===== config.mk =====
export PLATFORM = sky130hd
export DESIGN_NAME = rms_peak_meter
export DESIGN_NICKNAME = d
export VERILOG_FILES = /design/src/rtl/rms_peak_meter.sv
export SDC_FILE = /design/constraint.sdc
export NUM_CORES = 1
export LEC_CHECK = 0
export CAP_MARGIN = 20
export CORE_MARGIN = 8
export CORE_UTILIZATION = 60
export DETAILED_ROUTE_END_ITERATION = 6
export PLACE_DENSITY = 0.78
export SYNTH_ARGS = -nofsm -noshare
export SYNTH_HDL_FRONTEND = slang
export SYNTH_SLANG_ARGS = --single-unit
export TNS_END_PERCENT = 100

===== constraint.sdc =====
create_clock -name clk -period 21.2 [get_ports clk]
set_input_delay 2.12 -clock clk [delete_from_list [all_inputs] [get_ports clk]]
set_output_delay 2.12 -clock clk [all_outputs]
set_load 0.005 [all_outputs]

===== src/rtl/rms_peak_meter.sv =====
// Windowed RMS and peak-magnitude meter: accumulates d^2 and max |d| over 2^LOG_N
// accepted samples, then runs a bit-serial restoring square root on the window mean.
//
// state  | meaning
// S_IDLE | no root in progress; outputs hold the last completed window
// S_SQRT | one root bit per clock, MSB first, it_cnt counts down to 0
// S_DONE | root complete; publish rms/pk and pulse ok
module rms_peak_meter #(
    parameter int W          = 12,
    parameter int LOG_N      = 10,
    parameter int OFFSET_BIN = 1
) (
    input  logic         clk,
    input  logic         rst_n,
    input  logic         ce,
    input  logic [W-1:0] x,
    input  logic         clr,
    output logic [W-1:0] rms,
    output logic [W-1:0] pk,
    output logic         ok,
    output logic         busy,
    output logic         tmes
);

    localparam int MW = 2*W - 1;
    localparam int AW = MW + LOG_N;
    localparam int IW = (W > 2) ? $clog2(W) : 1;
    localparam logic [W-1:0]     MSB_MASK = {1'b1, {(W-1){1'b0}}};
    localparam logic [LOG_N-1:0] CNT_MAX  = '1;

    typedef enum logic [1:0] {S_IDLE, S_SQRT, S_DONE} state_t;

    state_t              state;
    logic [AW-1:0]       acc;
    logic [W-1:0]        wpk;
    logic [LOG_N-1:0]    cnt;
    logic [W-1:0]        pk_shadow;
    logic [2*W-1:0]      rad;
    logic [W-1:0]        rem;
    logic [W-1:0]        root;
    logic [IW-1:0]       it_cnt;

    logic [W-1:0]        d_u;
    logic signed [W-1:0] d;
    logic signed [MW-1:0] sq;
    logic [W-1:0]        mag;
    logic [W-1:0]        wpk_next;
    logic [AW-1:0]       acc_next;
    logic                close;
    logic [W+1:0]        rem_sh;
    logic [W+1:0]        trial;
    logic [W-1:0]        diff;
    logic                take;

    // Offset-binary to two's complement is just an MSB flip.
    assign d_u      = (OFFSET_BIN != 0) ? (x ^ MSB_MASK) : x;
    assign d        = signed'(d_u);
    assign sq       = d * d;
    assign mag      = d_u[W-1] ? (~d_u + 1'b1) : d_u;
    assign wpk_next = (mag > wpk) ? mag : wpk;
    assign acc_next = acc + AW'(unsigned'(sq));
    assign close    = ce && (cnt == CNT_MAX);

    // Remainder stays below 2^W, so the low W bits of the difference are exact when taken.
    assign rem_sh = {rem, rad[2*W-1:2*W-2]};
    assign trial  = {root, 2'b01};
    assign take   = (rem_sh >= trial);
    assign diff   = rem_sh[W-1:0] - trial[W-1:0];

    always_ff @(posedge clk) begin
        if (!rst_n) begin
            state     <= S_IDLE;
            acc       <= '0;
            wpk       <= '0;
            cnt       <= '0;
            pk_shadow <= '0;
            rad       <= '0;
            rem       <= '0;
            root      <= '0;
            it_cnt    <= '0;
            rms       <= '0;
            pk        <= '0;
            ok        <= 1'b0;
            busy      <= 1'b0;
            tmes      <= 1'b0;
        end else begin
            ok <= 1'b0;
            if (clr) begin
                acc   <= '0;
                wpk   <= '0;
                cnt   <= '0;
                state <= S_IDLE;
                busy  <= 1'b0;
            end else begin
                if (close) begin
                    acc       <= '0;
                    wpk       <= '0;
                    cnt       <= '0;
                    rad       <= {1'b0, acc_next[AW-1:LOG_N]};
                    rem       <= '0;
                    root      <= '0;
                    it_cnt    <= IW'(W-1);
                    pk_shadow <= wpk_next;
                    tmes      <= ~tmes;
                    busy      <= 1'b1;
                    state     <= S_SQRT;
                end else begin
                    if (ce) begin
                        acc <= acc_next;
                        wpk <= wpk_next;
                        cnt <= cnt + 1'b1;
                    end
                    case (state)
                        S_SQRT: begin
                            rad    <= rad << 2;
                            rem    <= take ? diff : rem_sh[W-1:0];
                            root   <= {root[W-2:0], take};
                            it_cnt <= it_cnt - 1'b1;
                            if (it_cnt == '0)
                                state <= S_DONE;
                        end
                        S_DONE: begin
                            rms   <= root;
                            pk    <= pk_shadow;
                            busy  <= 1'b0;
                            ok    <= 1'b1;
                            state <= S_IDLE;
                        end
                        default: state <= S_IDLE;
                    endcase
                end
            end
        end
    end

endmodule


==> flow_summary_export.csv, run 1 <==
group,metric,value,unit
outcome,result_of_the_run,"complete, no violations",
synthesis,synthesis.nets,1790,
worst_setup_path,cp-start-kind,"input port",
floorplan,row_count,54,
timing,setup_tns,0,ps
cells_and_area,finalNetCount,1792,
cells_and_area,final_common_cell,"sky130_fd_sc_hd__inv_1",
global_routing,grt_start_max_net_pins,74,
placement,place.port_buffers,42,
global_routing,grt_antenna_before_repair,0,
floorplan,design.die.area,26800,sq um
cells_and_area,area.sequential,2960,sq um
worst_setup_path,crit_cells,28,
cells_and_area,area_of_the_multi_input_gates,9030,sq um
worst_setup_path,reg2reg_from,"acc[0]",
global_routing,met1_usage,30.2,%
worst_setup_path,timing.critical_path.to_type,"register",
synthesis,synth_cell_type_count,74,
global_routing,overflow,0,
synthesis,async_reset_ff_share,0,%
detailed_routing,detail-route-antenna-nets,0,
timing,timing_worst_slew_pin_value,1010,ps
timing,rsz_0062_raised_after_global_routing,"false",
clock_tree,cts_made_buffers,17,
cells_and_area,antenna_cells_inserted,0,
timing,fin_hold_viols,0,
flow_run,max-cap-violations,0,
min_path,worst_hold_path_type,"register to register",
cells_and_area,most_used_cells_in_the_layout_excluding_fill_and_tap_cells,"220 x sky130_fd_sc_hd__inv_1, 153 x sky130_fd_sc_hd__nand2_1, 148 x sky130_fd_sc_hd__dfxtp_1",
worst_setup_path,most_common_cell_on_crit_path,"sky130_fd_sc_hd__inv_1",
worst_setup_path,timing.rr.end,"acc[32]",
clock_tree,cts-resized-gates,0,
synthesis,synth-edff-count,0,
detailed_routing,detailroute.via_count,10700,
clock_tree,clk_pin_slew,70,ps
global_routing,via_count_of_the_first_global_routing_pass,10600,
worst_setup_path,start_point_of_the_critical_path,"x[11]",
synthesis,synth_area,13100,sq um
worst_setup_path,timing.critical_path.buf_inv,7,
placement,gp_congestion,0.988,
synthesis,ys_seq_area_share,22.6,%
global_routing,grt.met2_usage,38.5,%
worst_setup_path,critical_path_fanouts_max,28,
synthesis,yosys_most_used_dff,"sky130_fd_sc_hd__dfxtp_1",
detailed_routing,first_pass_iters,7,
global_routing,first_pass_grt_wire_length,50600,um
floorplan,dieHeight,164,um
timing,timing.final.crit_share,47.8,%
global_routing,globalRoute.busiestLayer,"met2",
clock_tree,clock_tree_from_tritoncts,"yes",
timing,fmaxAchievable,0.0988,GHz
detailed_routing,routed_wirelength,29900,um
global_routing,gr-usage-all-layers,22.8,%
detailed_routing,dr.first_iter.drc_count,862,
worst_setup_path,slowest_cell_on_crit_path,"sky130_fd_sc_hd__clkdlybuf4s50_1",
floorplan,dieWidth,164,um
synthesis,postSynthCellCount,1546,
worst_setup_path,reg2reg_slack,17800,ps
clock_tree,post-cts-setup-buffer-count,0,
detailed_routing,route.detailed.drc,0,
detailed_routing,detailed_route_wire_length_per_cell,16.3,um
clock_tree,worst_skew_pair.late_latency,430,ps
clock_tree,cts-root-buf,"sky130_fd_sc_hd__clkbuf_16",
synthesis,yosys_register_bits,148,
detailed_routing,post_drt_via_cell_ratio,5.83,
min_path,holdCritStartpoint,"pk_shadow[0]",
clock_tree,cts_buffer_depth,2,
floorplan,pin_count,43,
clock_tree,cts.htree.levels,4,
worst_setup_path,worst-endpoint-required,21570,ps
synthesis,synth.yosys.warnings,0,
worst_setup_path,worstSetupPathType,"input port to register",
clock_tree,cts-hold-fix-buffers,0,
cells_and_area,layout_cell_share_with_drive_strength_beyond_1,4.55,%
worst_setup_path,critPathTopFamily,"adder cells",
timing,final_period_minus_worst_setup_slack,10120,ps
worst_setup_path,largest_incremental_delay_on_the_critical_path,1120,ps
cells_and_area,fillCellCount,1759,
global_routing,grt.met3_usage,2.86,%
worst_setup_path,critical_path.endpoint,"rad[18]",
worst_setup_path,cp_data_arrival_time,10490,ps
floorplan,design.core.area,21600,sq um
timing,final.setup_skew,14.0,ps
worst_setup_path,register_to_register_path_depth,9,
timing,drv_slew,0,
timing,timing.final.setup_violations,0,
placement,detail_placement_hpwl,22800,um
floorplan,initial_utilization,60.6,%
clock_tree,numClockSinks,148,
synthesis,syn-mean-instance-area,8.48,sq um
timing,max-slew-margin-rel,32.7,%
cells_and_area,areaGrowthSynthToFinish,9.42,%
## logic make-up (layout without fill, tap and decap cells)
family | after synthesis | after routing | synth area share [%]
and+or+nand+nor | 471 | 471 | 17.0
AOI/OAI and AO/OA | 302 | 302 | 16.4
buffers and inverters | 299 | 314 | 8.68
adders and majority gates | 228 | 228 | 28.5
DFF | 148 | 148 | 22.6
xor gates and xnor gates | 67 | 67 | 4.48
muxes | 31 | 31 | 2.38
## metrics by stage
stage | instance area, sq um | std cells | hold WS, ps | utilization (%) | worst slack [ps]
2_1_floorplan | 13100 | 1546 | 425 | - | 12010
3_3_place_gp | 13700 | 1809 | 441 | 63.4 | 10940
3_5_place_dp | 13700 | 1809 | 444 | 63.4 | 10700
4_1_cts | 14300 | 1841 | 461 | 66.3 | 11150
5_1_grt | 14300 | 1841 | 488 | 66.3 | 10440
6_report | 14300 | 1841 | 455 | 66.3 | 11080
## synth_stat cells (4+ instances only)
cell	n	area share (%)
sky130_fd_sc_hd__clkbuf_1	65	1.9
sky130_fd_sc_hd__o21a_1	8	0.46
sky130_fd_sc_hd__or2_2	6	0.29
sky130_fd_sc_hd__and2_1	21	1.0
sky130_fd_sc_hd__a21o_1	20	1.1
sky130_fd_sc_hd__o31ai_1	18	1.0
sky130_fd_sc_hd__and3_1	11	0.53
sky130_fd_sc_hd__a31oi_1	11	0.53
sky130_fd_sc_hd__o21ai_0	41	1.6
sky130_fd_sc_hd__o211ai_1	10	0.57
sky130_fd_sc_hd__xor2_1	22	1.5
sky130_fd_sc_hd__fa_1	118	18
sky130_fd_sc_hd__clkinv_1	5	0.14
sky130_fd_sc_hd__buf_1	4	0.11
sky130_fd_sc_hd__a32o_1	6	0.46
sky130_fd_sc_hd__a2111o_1	5	0.43
sky130_fd_sc_hd__a22o_1	16	1.1
sky130_fd_sc_hd__nand2_1	153	4.4
sky130_fd_sc_hd__nand4_1	23	1.1
sky130_fd_sc_hd__nor2_1	108	3.1
sky130_fd_sc_hd__a211oi_1	12	0.69
sky130_fd_sc_hd__or4_1	6	0.34
sky130_fd_sc_hd__or3_1	13	0.62
sky130_fd_sc_hd__a21oi_1	60	2.3
sky130_fd_sc_hd__nand2b_1	5	0.24
sky130_fd_sc_hd__mux2i_1	30	2.3
sky130_fd_sc_hd__nor3_1	24	0.92
sky130_fd_sc_hd__o311ai_0	11	0.74
sky130_fd_sc_hd__a32oi_1	7	0.47
sky130_fd_sc_hd__nor2b_1	28	1.3
sky130_fd_sc_hd__a21boi_0	26	1.5
sky130_fd_sc_hd__dfxtp_1	148	23
sky130_fd_sc_hd__xnor2_1	45	3.0
sky130_fd_sc_hd__inv_1	220	6.3
sky130_fd_sc_hd__a22oi_1	15	0.86
sky130_fd_sc_hd__nand3_1	60	2.3
sky130_fd_sc_hd__ha_1	110	11
## how the worst min path moves through the flow
stage	end	slack, ps	cells after the start
2_1_floorplan	pk_shadow[0]	420	2
4_1_cts	pk_shadow[0]	460	2
6_report	pk_shadow[0]	460	2
5_1_grt	acc[20]	490	2
3_3_place_gp	pk_shadow[0]	440	2
3_5_place_dp	pk_shadow[0]	440	2
## metal layers
metal  up-vias  part of all wire [%]
li1       5221                     -
met3        49                   4.3
met2       304                    48
met5         -                     0
met1      5154                    46
met4         0                   1.7
## area by class of cell
cell class / instances / area share, %
clock buffers: 18 / 3.06
clock inverters: 14 / 1.27
inverters: 225 / 5.89
multi-input cells: 1099 / 63.0
flip-flops and latches: 148 / 20.7
well taps: 280 / 2.44
repair buffers: 57 / 3.68
## state kept, by name (all words and copies together) (netlist names)
| name | count |
|---|---|
| acc | 33 |
| rad | 24 |
| pk | 12 |
| pk_shadow | 12 |
| rem | 12 |
| rms | 12 |
| root | 12 |
| wpk | 12 |
| cnt | 10 |
| it_cnt | 4 |
| state | 2 |
| busy | 1 |
| ok | 1 |
| tmes | 1 |
## tightest hold or removal path: cells and delay by family (launching register included)
kind | cells | cell delay (ps)
AO/OA/AOI/OAI | 1 | 50
flip-flops | 1 | 330
AND/OR/NAND/NOR | 1 | 40
Power of run 1 is not shown: default switching activity piles up to over one toggle a cycle in this logic, so the estimate is an artifact.
==> inputs of run 2 (changes only) <==
- CORE_UTILIZATION: 60 -> 57
- clock period: 21.2 -> 8.7 ns (I/O delays scaled with it)
==> run 2 against run 1 <==
Clock-buffer cell count unchanged. Worst setup slack got worse by 10000 ps. Cell area increased by 1.1%. Register-to-register slack got worse by 12000 ps. Die area increased by 4.7%. Via count increased by 0.46%. Global-route usage decreased by 0.70 points. Critical path type unchanged. Critical endpoint is now acc[25].
==> flow_summary_export.csv, run 2 (synthesized netlist as in run 1, its figures left out) <==
group,metric,value,unit
placement,place.port_buffers,42,
floorplan,design.core.area,22600,sq um
detailed_routing,post_drt_via_cell_ratio,5.78,
cells_and_area,layout_cell_share_with_drive_strength_beyond_1,5.58,%
timing,rsz_0062_raised_after_global_routing,"false",
detailed_routing,route.detailed.drc,0,
cells_and_area,reg_top3,"acc: 33 flops, rad: 24 flops",
cells_and_area,finalNetCount,1810,
floorplan,design.die.area,28100,sq um
cells_and_area,final_common_cell,"sky130_fd_sc_hd__inv_1",
floorplan,dieWidth,168,um
placement,detail_placement_hpwl,23000,um
floorplan,pin_count,43,
global_routing,grt_start_max_net_pins,74,
worst_setup_path,worst-endpoint-required,9050,ps
global_routing,via_count_of_the_first_global_routing_pass,10800,
power_and_ir_drop,cellLeakagePower,0.00623,uW
detailed_routing,routed_wirelength,30200,um
cells_and_area,antenna_cells_inserted,0,
clock_tree,cts_made_buffers,17,
timing,final.hold.worst_slack,461,ps
worst_setup_path,most_common_cell_on_crit_path,"sky130_fd_sc_hd__inv_1",
clock_tree,cts.htree.levels,4,
timing,final.setup_skew,16.1,ps
detailed_routing,detailroute.wirelength.met2,14600,um
min_path,worst_hold_path_type,"register to register",
floorplan,row_count,55,
detailed_routing,detailed_route_wire_length_per_cell,16.2,um
detailed_routing,detail-route-antenna-nets,0,
clock_tree,clk_pin_slew,60,ps
detailed_routing,dr.first_iter.drc_count,866,
cells_and_area,max_flop_register,"acc",
global_routing,grt_antenna_before_repair,0,
cells_and_area,most_used_cells_in_the_layout_excluding_fill_and_tap_cells,"220 x sky130_fd_sc_hd__inv_1, 153 x sky130_fd_sc_hd__nand2_1, 148 x sky130_fd_sc_hd__dfxtp_1",
cells_and_area,areaGrowthSynthToFinish,10.7,%
floorplan,dieHeight,168,um
detailed_routing,wl_met1,13700,um
worst_setup_path,critical_path_fanouts_max,10,
detailed_routing,detailroute.via_count,10800,
clock_tree,cts-resized-gates,0,
timing,fmaxAchievable,0.127,GHz
global_routing,overflow,0,
timing,max-slew-margin-rel,40.3,%
clock_tree,numClockSinks,148,
floorplan,initial_utilization,57.9,%
timing,drv_slew,0,
flow_run,max-cap-violations,0,
global_routing,gr-usage-all-layers,22.1,%
timing,timing.final.setup_violations,0,
power_and_ir_drop,worst_ir_drop_vdd,424,uV
worst_setup_path,timing.critical_path.to_type,"register",
timing,setup_tns,0,ps
clock_tree,cts-root-buf,"sky130_fd_sc_hd__clkbuf_16",
clock_tree,cts-hold-fix-buffers,0,
worst_setup_path,largest_incremental_delay_on_the_critical_path,720,ps
global_routing,first_pass_grt_wire_length,52200,um
timing,final_period_minus_worst_setup_slack,7880,ps
detailed_routing,route.met3.wl,1520,um
timing,timing_worst_slew_pin_value,893,ps
placement,gp_congestion,0.939,
detailed_routing,first_pass_iters,6,
worst_setup_path,cp-start-kind,"input port",
worst_setup_path,worstSetupPathType,"input port to register",
outcome,result_of_the_run,"complete, no violations",
timing,timing.final.crit_share,90.5,%
clock_tree,post-cts-setup-buffer-count,0,
power_and_ir_drop,pwr_density_cell,426,nW/um^2
worst_setup_path,slowest_cell_on_crit_path,"sky130_fd_sc_hd__clkdlybuf4s50_1",
cells_and_area,largest_reg_flops,33,
clock_tree,clock_tree_from_tritoncts,"yes",
worst_setup_path,cp_data_arrival_time,8220,ps
timing,fin_hold_viols,0,
clock_tree,cts_buffer_depth,2,
clock_tree,worst_skew_pair.late_latency,440,ps
detailed_routing,dr.max_layer_used,"met4",
-- run 2: changes by cell type in the layout (fill, tap and decap cells not counted) --
cell / before / now
sky130_fd_sc_hd__buf_4: 15 / 32
sky130_fd_sc_hd__clkinvlp_4: 0 / 2
sky130_fd_sc_hd__bufinv_16: 2 / 4
sky130_fd_sc_hd__clkinv_8: 1 / 0
sky130_fd_sc_hd__clkinv_4: 2 / 3
sky130_fd_sc_hd__inv_6: 5 / 3
sky130_fd_sc_hd__inv_8: 4 / 1
sky130_fd_sc_hd__buf_6: 0 / 1
-- run 2: path summary, 6_finish.rpt --
| check | startpoint | endpoint | slack, ps | cells past startpoint |
|---|---|---|---|---|
| max reg2reg | acc[7] | acc[26] | 5770 | 9 |
| max | x[8] | acc[25] | 820 | 27 |
| min reg2reg | pk_shadow[0] | pk_shadow[0] | 460 | 2 |
| min | pk_shadow[0] | pk_shadow[0] | 460 | 2 |
-- run 2: critical path, delay by kind of cell --
family                   cells  cell delay [ps]
AO/OA/AOI/OAI                5             1260
XOR/XNOR                     1              110
adder cells (fa/ha/maj)      7             3200
buffers and inverters        9             1450
AND/OR/NAND/NOR              5             1330
-- run 2: routing by layer --
layer,up-vias,GRT usage [%]
met3,50,3.43
li1,5263,-
met4,0,6.83
met1,5142,28.8
met5,-,0
met2,322,37.1
-- run 2: report_power, final --
group	leakage (uW)	internal, uW	switching [uW]
clock	0.000306	492	313
sequential	0.00119	707	17.2
combinational	0.00473	1820	2830
-- run 2: per-stage QoR --
| step | setup WS [ps] | util, % | total power, uW | std cells | area (sq um) |
|---|---|---|---|---|---|
| after floorplan | 761 | - | 4330 | 1546 | 13100 |
| after global placement | 561 | 61.2 | 5190 | 1831 | 13900 |
| after detailed placement | 383 | 61.2 | 5300 | 1832 | 13900 |
| after CTS | 810 | 64.1 | 6130 | 1863 | 14500 |
| after global routing | 242 | 64.1 | 6840 | 1863 | 14500 |
| final | 825 | 64.1 | 6180 | 1863 | 14500 |
-- run 2: area by class of cell --
class	instances	area, sq um
fill	1810	8140
sequential	148	2960
timing repair buffer	75	667
clock inverter	13	199
multi-input combinational	1099	9030
tap	285	357
clock buffer	18	439
inverter	225	845
(Power assumes the default switching activity.)
==> inputs of run 3 (changes only) <==
- ABC_AREA: not set -> 0
- PLACE_DENSITY: 0.78 -> 0.83
- SKIP_LAST_GASP: not set -> 1
==> run 3 against run 2 <==
Clock-buffer cell count down 1. Global-route usage up 0.28 points. Sequential share of layout area about the same. Clock skew down 1.3 ps. Sequential power about the same. Clock power down 2%. Routed wire length up 2.1%. Non-clock buffer count unchanged. Critical path depth unchanged. First-iteration DRC count up 2.1%. Die area unchanged.
==> flow_summary_export.csv, run 3 (synthesized netlist as in run 1, its figures left out) <==
group,metric,value,unit
global_routing,grt_antenna_before_repair,0,
detailed_routing,detailed_route_wire_length_per_cell,16.5,um
placement,gp_congestion,0.936,
clock_tree,cts_made_buffers,17,
detailed_routing,routed_wirelength,30800,um
detailed_routing,detailroute.wirelength.met2,15200,um
detailed_routing,detailroute.via_count,11000,
outcome,result_of_the_run,"complete, no violations",
global_routing,via_count_of_the_first_global_routing_pass,11100,
global_routing,first_pass_grt_wire_length,52700,um
placement,place.port_buffers,42,
global_routing,gr-usage-all-layers,22.4,%
power_and_ir_drop,power_frac_seq,11.8,%
clock_tree,clock_tree_from_tritoncts,"yes",
global_routing,grt_start_max_net_pins,74,
power_and_ir_drop,clockPowerShare,12.8,%
detailed_routing,first_pass_iters,5,
timing,timing.final.setup_violations,0,
clock_tree,worst_skew_pair.late_latency,430,ps
worst_setup_path,cp_data_arrival_time,8340,ps
detailed_routing,detail-route-antenna-nets,0,
power_and_ir_drop,pwr_density_cell,423,nW/um^2
worst_setup_path,cp-start-kind,"input port",
cells_and_area,areaGrowthSynthToFinish,10.5,%
cells_and_area,final_common_cell,"sky130_fd_sc_hd__inv_1",
worst_setup_path,worstSetupPathType,"input port to register",
timing,timing_worst_slew_pin_value,1000,ps
clock_tree,cts_buffer_depth,2,
cells_and_area,postLayoutCoreUtil,64.0,%
detailed_routing,dr.max_layer_used,"met4",
clock_tree,cts.htree.levels,4,
timing,setup_tns,0,ps
flow_run,max-cap-violations,0,
cells_and_area,most_used_cells_in_the_layout_excluding_fill_and_tap_cells,"220 x sky130_fd_sc_hd__inv_1, 153 x sky130_fd_sc_hd__nand2_1, 148 x sky130_fd_sc_hd__dfxtp_1",
clock_tree,clk_pin_slew,70,ps
worst_setup_path,reg2reg_slack,5770,ps
detailed_routing,post_drt_via_cell_ratio,5.90,
worst_setup_path,critical_path_fanouts_max,16,
worst_setup_path,reg2reg_from,"acc[7]",
placement,detail_placement_hpwl,23200,um
floorplan,design.die.area,28100,sq um
timing,final_period_minus_worst_setup_slack,7990,ps
clock_tree,cts-hold-fix-buffers,0,
power_and_ir_drop,sw_power,3170,uW
min_path,worst_hold_path_type,"register to register",
power_and_ir_drop,power_switching_share,51.8,%
clock_tree,numClockSinks,148,
timing,drv_slew,0,
cells_and_area,antenna_cells_inserted,0,
floorplan,row_count,55,
clock_tree,cts-root-buf,"sky130_fd_sc_hd__clkbuf_16",
worst_setup_path,start_point_of_the_critical_path,"x[7]",
timing,fin_hold_viols,0,
worst_setup_path,worst-endpoint-required,9040,ps
detailed_routing,dr.first_iter.drc_count,884,
detailed_routing,route.detailed.drc,0,
min_path,holdCritStartpoint,"pk_shadow[0]",
cells_and_area,finalNetCount,1810,
timing,rsz_0062_raised_after_global_routing,"false",
cells_and_area,max_flop_register,"acc",
global_routing,overflow,0,
detailed_routing,route.met3.wl,1680,um
floorplan,initial_utilization,57.9,%
power_and_ir_drop,share_comb_of_total_power,75.3,%
detailed_routing,wl_met1,13400,um
cells_and_area,largest_reg_flops,33,
clock_tree,post-cts-setup-buffer-count,0,
floorplan,pin_count,43,
power_and_ir_drop,cellLeakagePower,0.00621,uW
cells_and_area,reg_top3,"acc: 33 flops, rad: 24 flops",
floorplan,dieWidth,168,um
power_and_ir_drop,cellInternalPower,2950,uW
clock_tree,cts-resized-gates,0,
timing,fmaxAchievable,0.125,GHz
worst_setup_path,timing.critical_path.to_type,"register",
cells_and_area,layout_cell_share_with_drive_strength_beyond_1,5.64,%
floorplan,design.core.area,22600,sq um
timing,final.setup_skew,14.8,ps
timing,max-slew-margin-rel,32.9,%
timing,timing.final.crit_share,91.9,%
floorplan,dieHeight,168,um
power_and_ir_drop,worst_ir_drop_vdd,370,uV
-- run 3: critical path, stage by stage --
cell                              delay, ps
sky130_fd_sc_hd__clkdlybuf4s50_1        860
sky130_fd_sc_hd__nand2_1                190
sky130_fd_sc_hd__inv_1                  110
sky130_fd_sc_hd__fa_1                   440
sky130_fd_sc_hd__fa_1                   520
sky130_fd_sc_hd__inv_1                   50
sky130_fd_sc_hd__fa_1                   480
sky130_fd_sc_hd__inv_1                   50
sky130_fd_sc_hd__fa_1                   530
sky130_fd_sc_hd__inv_1                   50
sky130_fd_sc_hd__fa_1                   530
sky130_fd_sc_hd__inv_1                   40
sky130_fd_sc_hd__ha_1                   340
sky130_fd_sc_hd__o21ai_0                100
sky130_fd_sc_hd__nor2_1                  80
sky130_fd_sc_hd__o41ai_1                310
sky130_fd_sc_hd__buf_4                  200
sky130_fd_sc_hd__o21bai_1                90
sky130_fd_sc_hd__o41ai_1                310
sky130_fd_sc_hd__xnor2_1                130
sky130_fd_sc_hd__ha_1                   400
sky130_fd_sc_hd__and3_1                 230
sky130_fd_sc_hd__nand2_1                 60
sky130_fd_sc_hd__a211o_2                320
sky130_fd_sc_hd__and4b_1                290
sky130_fd_sc_hd__or4_1                  550
sky130_fd_sc_hd__a21oi_1                170
-- run 3: metrics by stage --
| stage | instances | hold WS (ps) | setup WS (ps) | power (uW) | area, sq um |
|---|---|---|---|---|---|
| 2_1_floorplan | 1546 | 425 | 761 | 4330 | 13100 |
| 5_1_grt | 1864 | 483 | 297 | 6700 | 14500 |
| 6_report | 1864 | 464 | 708 | 6120 | 14500 |
| 4_1_cts | 1864 | 466 | 763 | 6050 | 14500 |
| 3_5_place_dp | 1832 | 450 | 326 | 5210 | 13900 |
| 3_3_place_gp | 1832 | 443 | 513 | 5050 | 13900 |
-- run 3: final cells by class --
| type | instances | area [sq um] |
|---|---|---|
| clock buffer | 17 | 425 |
| clock inverter | 15 | 211 |
| sequential | 148 | 2960 |
| fill | 1769 | 8150 |
| multi-input combinational | 1099 | 9020 |
| inverter | 225 | 845 |
| timing repair buffer | 75 | 663 |
| tap | 285 | 357 |
-- run 3: power by group through the flow --
| stage | sequential [uW] | combinational (uW) | clock [uW] |
|---|---|---|---|
| floorplan | 731 | 3600 | 0 |
| global route | 726 | 5140 | 828 |
| detailed placement | 737 | 4480 | 0 |
| global placement | 736 | 4310 | 0 |
| CTS | 723 | 4540 | 793 |
| finish | 723 | 4610 | 787 |
-- run 3: final timing paths --
check,end,cells after the start
max reg2reg,rad[16],9
min reg2reg,pk_shadow[0],2
max,acc[29],27
min,pk_shadow[0],2
-- run 3: metal layers --
metal | vias up | track usage (%)
met2 | 378 | 38.8
li1 | 5249 | -
met5 | - | 0
met1 | 5323 | 28.2
met3 | 55 | 3.62
met4 | 0 | 6.52
